**config.mk**
```make
export PLATFORM = sky130hd
export DESIGN_NAME = debug_in_mailbox
export DESIGN_NICKNAME = d
export VERILOG_FILES = /design/src/rtl/debug_in_mailbox.sv
export SDC_FILE = /design/constraint.sdc
export NUM_CORES = 1
export LEC_CHECK = 0
export BUFFER_PORTS_ARGS = -buffer_cell sky130_fd_sc_hd__clkbuf_2
export CORE_ASPECT_RATIO = 1.4
export CORE_MARGIN = 1
export CORE_UTILIZATION = 40
export DETAILED_ROUTE_END_ITERATION = 6
export GPL_ROUTABILITY_DRIVEN = 0
export GPL_TIMING_DRIVEN = 0
export SLEW_MARGIN = 20
export SYNTH_ARGS = -nofsm -noshare
export SYNTH_HDL_FRONTEND = slang
export SYNTH_SLANG_ARGS = --single-unit
```
**constraint.sdc**
```tcl
create_clock -name clk -period 10.5 [get_ports clk]
set_input_delay 0 -clock clk [delete_from_list [all_inputs] [get_ports clk]]
set_output_delay 0 -clock clk [all_outputs]
set_load 0.02 [all_outputs]
```
**src/rtl/debug_in_mailbox.sv**
```systemverilog
// Inbound host-to-CPU debug mailbox: host pushes 32-bit words into a FIFO, CPU pops them over the peripheral bus.
// Optional interrupt output and enable bit are compiled in with DEBUG_IN_IRQ_EN.
module debug_in_mailbox #(
  parameter int DEPTH = 8,
  parameter int CW    = $clog2(DEPTH) + 1
) (
  input  logic        clk,
  input  logic        rst,
  input  logic [7:0]  address,
  input  logic [31:0] write_data,
  output logic [31:0] read_data,
  input  logic        we,
  input  logic        re,
  input  logic        host_valid,
  input  logic [31:0] host_data,
`ifdef DEBUG_IN_IRQ_EN
  output logic        irq,
`endif
  output logic        host_ready
);

  localparam int AW = (DEPTH > 1) ? $clog2(DEPTH) : 1;

  logic [31:0]   mem [DEPTH];
  logic [AW-1:0] rd_ptr;
  logic [AW-1:0] wr_ptr;
  logic [CW-1:0] count;
  logic [CW-1:0] count_next;
  logic          underflow;
  logic          empty;
  logic          full;
  logic          pop_req;
  logic          ctrl_wr;
  logic          flush;
  logic          clr_uf;
  logic          push;
  logic          pop;
  logic          uf_set;
  logic          status_irq_en;

  assign empty   = (count == '0);
  assign full    = (count == CW'(DEPTH));
  assign pop_req = re && (address == 8'h00);
  assign ctrl_wr = we && (address == 8'h08);
  assign flush   = ctrl_wr && write_data[0];
  assign clr_uf  = ctrl_wr && write_data[1];

  // Flush outranks both sides: the push is refused and the pop is silently dropped.
  assign host_ready = !full && !flush;
  assign push       = host_valid && host_ready;
  assign pop        = pop_req && !empty && !flush;
  assign uf_set     = pop_req && empty && !flush;

  always_comb begin
    count_next = count;
    if (flush) begin
      count_next = '0;
    end else begin
      case ({push, pop})
        2'b10:   count_next = count + CW'(1);
        2'b01:   count_next = count - CW'(1);
        default: count_next = count;
      endcase
    end
  end

  always_ff @(posedge clk or posedge rst) begin
    if (rst) begin
      rd_ptr    <= '0;
      wr_ptr    <= '0;
      count     <= '0;
      underflow <= 1'b0;
    end else begin
      count <= count_next;
      if (flush) begin
        rd_ptr <= '0;
        wr_ptr <= '0;
      end else begin
        if (push) wr_ptr <= wr_ptr + AW'(1);
        if (pop)  rd_ptr <= rd_ptr + AW'(1);
      end
      if (uf_set) underflow <= 1'b1;
      else if (clr_uf) underflow <= 1'b0;
    end
  end

  always_ff @(posedge clk) begin
    if (push) mem[wr_ptr] <= host_data;
  end

`ifdef DEBUG_IN_IRQ_EN
  logic irq_en;
  logic [28:0] unused_write_bits;
  assign unused_write_bits = write_data[31:3];

  // irq is computed from the enable held before this edge's CONTROL write.
  always_ff @(posedge clk or posedge rst) begin
    if (rst) begin
      irq_en <= 1'b0;
      irq    <= 1'b0;
    end else begin
      if (ctrl_wr) irq_en <= write_data[2];
      irq <= irq_en && (count_next != '0);
    end
  end
  assign status_irq_en = irq_en;
`else
  logic [29:0] unused_write_bits;
  assign unused_write_bits = write_data[31:2];
  assign status_irq_en = 1'b0;
`endif

  always_comb begin
    read_data = 32'h0;
    case (address)
      8'h00: read_data = empty ? 32'h0 : mem[rd_ptr];
      8'h04: read_data = {16'h0, 8'(count), 4'h0, status_irq_en, underflow, full, !empty};
      default: read_data = 32'h0;
    endcase
  end

endmodule
```
==> results of run 1 <==
## registers in the layout (all words and copies together), names as in the netlist
name and flops:
underflow 1, mem 256, rd_ptr 3, wr_ptr 3, count 4
## final timing paths
path | startpoint | end | slack (ns) | cells after the start
setup / recovery | rd_ptr[1] | read_data[22] | 7.68 | 6
hold / removal | rst | count[0] | 0.04 | 3
setup reg to reg | count[0] | mem[0][28] | 7.75 | 6
hold reg to reg | count[3] | count[3] | 0.61 | 2
max in group asynchronous | rst | count[2] | 10.14 | 3
min in group clk | we | rd_ptr[2] | 0.04 | 4
## cell families (layout without fill, tap and decap cells)
group	Yosys count	in the layout	share of synthesized area (%)
adders and majority gates	4	4	0.4752
AOI/OAI and AO/OA	18	18	1.176
and+or+nand+nor	83	83	3.921
xor gates and xnor gates	7	7	0.5822
buffers and inverters	26	200	1.307
muxes	98	98	16.93
DFF	267	267	75.61
## repair_timing
| action | 4_1_cts | 5_1_grt |
|---|---|---|
| hold endpoints to repair | 271 | 0 |
| gates resized for setup | 0 | 0 |
| setup buffers | 0 | 0 |
| hold buffers | 39 | 0 |
## power by group through the flow
stage	Clock [W]	Sequential [W]	Combinational, W
2_1_floorplan	0	0.00139	0.000219
3_3_place_gp	0	0.00141	0.000315
3_5_place_dp	0	0.00140	0.000398
4_1_cts	0.000848	0.00138	0.000412
5_1_grt	0.000884	0.00139	0.000435
6_report	0.000827	0.00138	0.000403
## layer usage
metal	GRT usage, %	wire length, um
met1	20.81	8856
met2	31.03	11810
met3	1.951	767
met4	5.062	424
met5	0	0
## cell type report
| cell class | count | share of cell area, % |
|---|---|---|
| timing repair buffer | 135 | 8.446 |
| clock buffer | 31 | 5.064 |
| tap | 319 | 3.118 |
| multi-input combinational | 210 | 19.42 |
| sequential | 267 | 62.21 |
| inverter | 2 | 0.05865 |
| clock inverter | 8 | 0.6647 |
| buffer | 24 | 1.017 |
## cells in the mapped netlist, types with 2 or more instances
| master | count |
|---|---|
| nand2b_1 | 5 |
| edfxtp_1 | 256 |
| or4_1 | 2 |
| o21ai_0 | 4 |
| ha_1 | 4 |
| xor2_1 | 3 |
| xnor2_1 | 4 |
| nand4_1 | 3 |
| dfrtp_1 | 11 |
| nand3_1 | 4 |
| nor4_1 | 2 |
| buf_6 | 4 |
| inv_1 | 2 |
| nand4b_1 | 2 |
| mux4_2 | 64 |
| nand2_1 | 13 |
| buf_1 | 4 |
| nor2_1 | 41 |
| nor3_1 | 2 |
| clkbuf_1 | 8 |
| mux2i_1 | 33 |
| o22ai_1 | 3 |
| buf_2 | 8 |
| o21ai_2 | 3 |
## critical path, cell delays in order, from the launching register on
cell      delay, ns
dfrtp_1        0.37
clkbuf_1       0.45
clkbuf_1       0.66
mux4_2         0.41
mux2i_1        0.20
nor2_1         0.06
clkbuf_2       0.16
## stage by stage
step / power [W] / setup slack (ns) / area (sq um) / std cells / hold slack (ns)
2_1_floorplan: 0.001612 / 6.772 / 10530 / 503 / -0.1476
3_3_place_gp: 0.001724 / 4.283 / 11330 / 901 / -0.002815
3_5_place_dp: 0.001802 / 7.754 / 11680 / 918 / 0.01495
4_1_cts: 0.002642 / 7.611 / 12800 / 996 / 0.0008211
5_1_grt: 0.002712 / 7.502 / 12800 / 996 / 0.04004
6_report: 0.002612 / 7.681 / 12800 / 996 / 0.03506
==> flow_metrics.tcl, run 1 <==
set metrics [dict create \
    yosys-top-cells-area "edfxtp_1 (73%), mux4_2 (14%), mux2i_1 (3.1%)" \
    grt_use_total_pct 16.90 \
    fin_nets 745 \
    layout_commonest_cell "edfxtp_1" \
    ant_nets 0 \
    cts_tree "built" \
    grt_setup_unrepaired "no" \
    diodes 0 \
    grt_max_degree 18 \
    die_y_um 194.0 \
    endpoint_kind "primary output" \
    max_slew_margin_pct 34.29 \
    pwr-share-comb_pct 15.4 \
    setup_viol 0 \
    yosysTopAreaCell "edfxtp_1" \
    start_util_pct 41.07 \
    core_sq_um 25640 \
    synthToLayoutAreaGrowth_pct 21.54 \
    wl_per_cell_um 21.95 \
    syn_inst 503 \
    grt_first_pass_wirelength_mm 34.20 \
    crit_fanout 10 \
    syn_nets 584 \
    crit_required_ns 10.50 \
    cts_buffers 24 \
    yosys.area.top_type_share_pct 73.00 \
    hold_viol_final 0 \
    drtIter0Drc 333 \
    first_global_vias 5818 \
    p_seq_share_pct 52.9 \
    antenna_found_initial 0 \
    vdd_drop_max_mv 0.1245 \
    cts_sinks 267 \
    fin_skew_ns 0.01296 \
    synthFlopType "edfxtp_1" \
    post-dp-hpwl_mm 14.51 \
    rows 69 \
    min_path_type "in -> async" \
    ys_types 42 \
    power.leakage_nw 4.177 \
    tightestPinTransition_ns 0.9856 \
    slew_violations 0 \
    ctsRootBufferMaster "clkbuf_16" \
    num-fill-cells 2050 \
    io_buffers 79 \
    p_per_area_nw_per_um2 204.0 \
    die_x_um 139.1 \
    post-route-drc-count 5 \
    drv_cap 0 \
    gr-total-overflow 0 \
    yosysSeqAreaShare_pct 75.61 \
    switching_share_pct 23.94 \
    failed_checks "design-rule violations" \
    drive_gt1_share_pct 32.20 \
    synth_area_sq_um 10530 \
    fin_crit_ns 2.819 \
    viasPerCell 5.415 \
    ys_async_sr_fraction_pct 4.120 \
    clock_latency_ns 0.51 \
    avgSynthCellArea_sq_um 20.94 \
    crit_arrival_ns 2.82 \
    drt_first_pass_iters 7 \
    p_switching_w 0.0006251 \
    vias 5393 \
    status "finished with violations" \
    path_clk_slew_ns 0.06 \
    synth.ff_latch_count 267 \
    post-route-util_pct 49.92 \
    htree_levels 1 \
    final_cell_mix "edfxtp_1 (256), clkbuf_2 (79), mux4_2 (64)" \
    max_freq_ghz 0.3547 \
    clk_path_buf_depth 3 \
    finalCritPeriodShare_pct 26.85 \
    pwr-share-clk_pct 31.7 \
    io_pins 110 \
    tns_ns 0 \
    critPathKind "reg -> out" \
    die_area_sq_um 26990 \
    multiInputGateArea_sq_um 2486 \
    intPower_w 0.001987 \
    routed_wl_mm 21.86 \
    synth-warning-count 0 \
    synth_edf_count 256 \
    layout.area.seq_sq_um 7963 \
    start_kind "flop" \
]
Power figures use the tool's default switching activity.
==> run 2, diff against run 1 <==
--- a/config.mk
+++ b/config.mk
@@ -5,6 +5,7 @@
 export SDC_FILE = /design/constraint.sdc
 export NUM_CORES = 1
 export LEC_CHECK = 0
+export ABC_AREA = 1
 export BUFFER_PORTS_ARGS = -buffer_cell sky130_fd_sc_hd__clkbuf_2
 export CORE_ASPECT_RATIO = 1.4
 export CORE_MARGIN = 1
==> constraint.sdc (replaced) <==
create_clock -name clk -period 2.4 [get_ports clk]
set_input_delay 0 -clock clk [delete_from_list [all_inputs] [get_ports clk]]
set_output_delay 0 -clock clk [all_outputs]
set_load 0.02 [all_outputs]
==> run 2 against run 1 <==
  * Clock skew fell by 0.0073 ns
  * Setup slack lost 7.7 ns
  * Combinational power rose to 5.8 times the previous value
  * Critical path type unchanged
  * The run ends with negative setup slack left
  * Count of clock-buffer cells in the layout down 3
  * Largest cell class unchanged
  * Final cell count grew 35%
  * Clock power rose to 4.1 times the previous value
  * Global-route usage up 3.2 points
  * Sequential share of layout area down 1.6 points
  * Worst hold slack lost 0.0067 ns
==> flow_metrics.tcl, run 2 <==
set metrics [dict create \
    r2r-end "mem[1][28]" \
    synth.ff_latch_count 267 \
    vias 7259 \
    crit_arrival_ns 2.41 \
    post-route-drc-count 0 \
    fin_crit_ns 2.411 \
    grt_setup_unrepaired "yes" \
    drtIter0Drc 610 \
    setup_viol 1 \
    drive_gt1_share_pct 19.59 \
    synth-simple-area-share_pct 10.67 \
    grt_first_pass_wirelength_mm 40.77 \
    cp-startpoint "rd_ptr[2]" \
    rows 70 \
    synth_most_common_cell "edfxtp_1" \
    tightestPinTransition_ns 0.6595 \
    ant_nets 0 \
    fin_nets 1087 \
    regMostFlops "mem" \
    reg.largest.list "mem: 256 flops, count: 4 flops" \
    p_per_area_nw_per_um2 892.3 \
    ys_types 33 \
    crit_required_ns 2.40 \
    endpoint_kind "primary output" \
    final_cell_mix "edfxtp_1 (256), nor2_1 (184), o21ai_0 (147)" \
    tns_ns -0.01079 \
    clk_path_buf_depth 3 \
    syn_nets 926 \
    yosysSeqAreaShare_pct 73.94 \
    synth_edf_count 256 \
    cts_buffers 23 \
    path_clk_slew_ns 0.06 \
    syn_inst 845 \
    critPathKind "reg -> out" \
    hold_ws_ns 0.02831 \
    io_buffers 79 \
    vdd_drop_max_mv 0.5873 \
    clock_latency_ns 0.52 \
    first_global_vias 7103 \
    post-dp-hpwl_mm 17.92 \
    cts_sinks 267 \
    synth_compound_area_share_pct 11.80 \
    max_slew_margin_pct 56.03 \
    gr-total-overflow 0 \
    fin_skew_ns 0.005607 \
    max_freq_ghz 0.4148 \
    crit_fanout 10 \
    yosysTopAreaCell "edfxtp_1" \
    setup_ws_ns -0.01079 \
    yosys-top-cells-area "edfxtp_1 (71%), o21ai_0 (6.8%), nor2_1 (6.7%)" \
    placed_cell_area_sq_um 11880 \
    avgSynthCellArea_sq_um 12.74 \
    rrSetupSlack_ns 0.19 \
    io_pins 110 \
    drt_first_pass_iters 6 \
    drv_cap 0 \
    timing.rr.start "count[0]" \
    core_sq_um 26280 \
    finalCritPeriodShare_pct 100.4 \
    critical_path.endpoint "read_data[14]" \
    failed_checks "negative setup slack" \
    synth_top_family_by_area "compound AO/OA/AOI/OAI gates" \
    power.leakage_nw 4.603 \
    routed_wl_mm 27.65 \
    htree_levels 1 \
    grt_use_total_pct 20.09 \
    muxShareOfSynthArea_pct 0 \
    reg2reg_depth 8 \
    hold_viol_final 0 \
    die_area_sq_um 27590 \
    synth_area_sq_um 10770 \
    synthFlopType "edfxtp_1" \
    final_area_sq_um 13150 \
    viasPerCell 5.397 \
    die_y_um 196.1 \
    synth-warning-count 0 \
    synth_fa_ha_area_share_pct 0.4647 \
    slew_violations 0 \
    synthToLayoutAreaGrowth_pct 22.11 \
    ctsRootBufferMaster "clkbuf_16" \
    start_util_pct 40.99 \
    min_path_type "in -> async" \
    diodes 0 \
    cts_tree "built" \
    start_kind "flop" \
    die_x_um 140.7 \
    yosys.area.top_type_share_pct 71.38 \
    largest_reg_flops 256 \
    ys_async_sr_fraction_pct 4.120 \
    antenna_found_initial 0 \
    grt_max_degree 21 \
    synth_xor_area_share_pct 0.08133 \
    layout_commonest_cell "edfxtp_1" \
    power.total_w 0.01173 \
    status "finished with violations" \
    wl_per_cell_um 20.56 \
    synth_common_cells "edfxtp_1 (256), nor2_1 (192), o21ai_0 (147), nand2_1 (52), clkbuf_1 (28)" \
]
[run 2: timing repair]
action	in CTS	in global routing
setup endpoints to repair	82	67
resized for setup	17	49
setup buffers	5	3
endpoints found under the hold margin	277	0
pin swaps	3	5
hold buffers	39	0
[run 2: through the flow]
stage	instances	utilization, %	worst slack (ns)
after detailed placement	1258	45.20	-0.1072
after global placement	1248	44.03	-1.889
after global routing	1345	50.05	-0.03465
after floorplan	845	-	-0.3465
final	1345	50.05	-0.01079
after CTS	1342	49.67	0.01024
[run 2: routing by layer]
metal | vias up | share of wire, % | track usage (%)
li1 | 3406 | - | -
met1 | 3577 | 41 | 24.18
met2 | 222 | 51 | 36.12
met3 | 54 | 4.8 | 2.685
met4 | 0 | 3.4 | 8.253
met5 | - | 0 | 0
[run 2: where the power goes]
group	internal, W	switching, W	leakage (nW)
sequential	0.00581	0.000174	2.45
clock	0.00186	0.00155	0.325
combinational	0.000789	0.00156	1.83
[run 2: final cells by class]
| cell class | instances | area (sq um) |
|---|---|---|
| clock inverters | 12 | 73.82 |
| well taps | 324 | 405.4 |
| multi-input cells | 499 | 2541 |
| repair buffers | 136 | 1171 |
| fillers | 2267 | 13130 |
| plain buffers | 51 | 295.3 |
| inverters | 28 | 105.1 |
| flip-flops and latches | 267 | 7964 |
| clock buffers | 28 | 594.3 |
[run 2: how the worst min path moves through the flow]
stage / startpoint / end / slack [ns] / cells past startpoint
after floorplan: rst / count[0] / -0.15 / 1
after global placement: rst / wr_ptr[1] / 0.03 / 2
after detailed placement: rst / wr_ptr[1] / 0.03 / 2
after CTS: we / rd_ptr[2] / 0.01 / 6
after global routing: address[0] / rd_ptr[2] / 0.07 / 7
final: rst / wr_ptr[1] / 0.03 / 3
[run 2: cells by family (layout without fill, tap and decap cells)]
family | after synthesis | count (layout)
AO/OA/AOI/OAI | 223 | 223
XOR/XNOR | 1 | 1
adder cells (fa/ha/maj) | 4 | 4
buffers and inverters | 79 | 255
flip-flops | 267 | 267
AND/OR/NAND/NOR | 271 | 271
[run 2: critical path, cell delays in order, from the launching register on]
cell and delay (ns):
dfrtp_1 0.44, inv_2 0.21, clkbuf_1 0.47, o21ai_0 0.22, a31oi_1 0.31, clkbuf_2 0.24
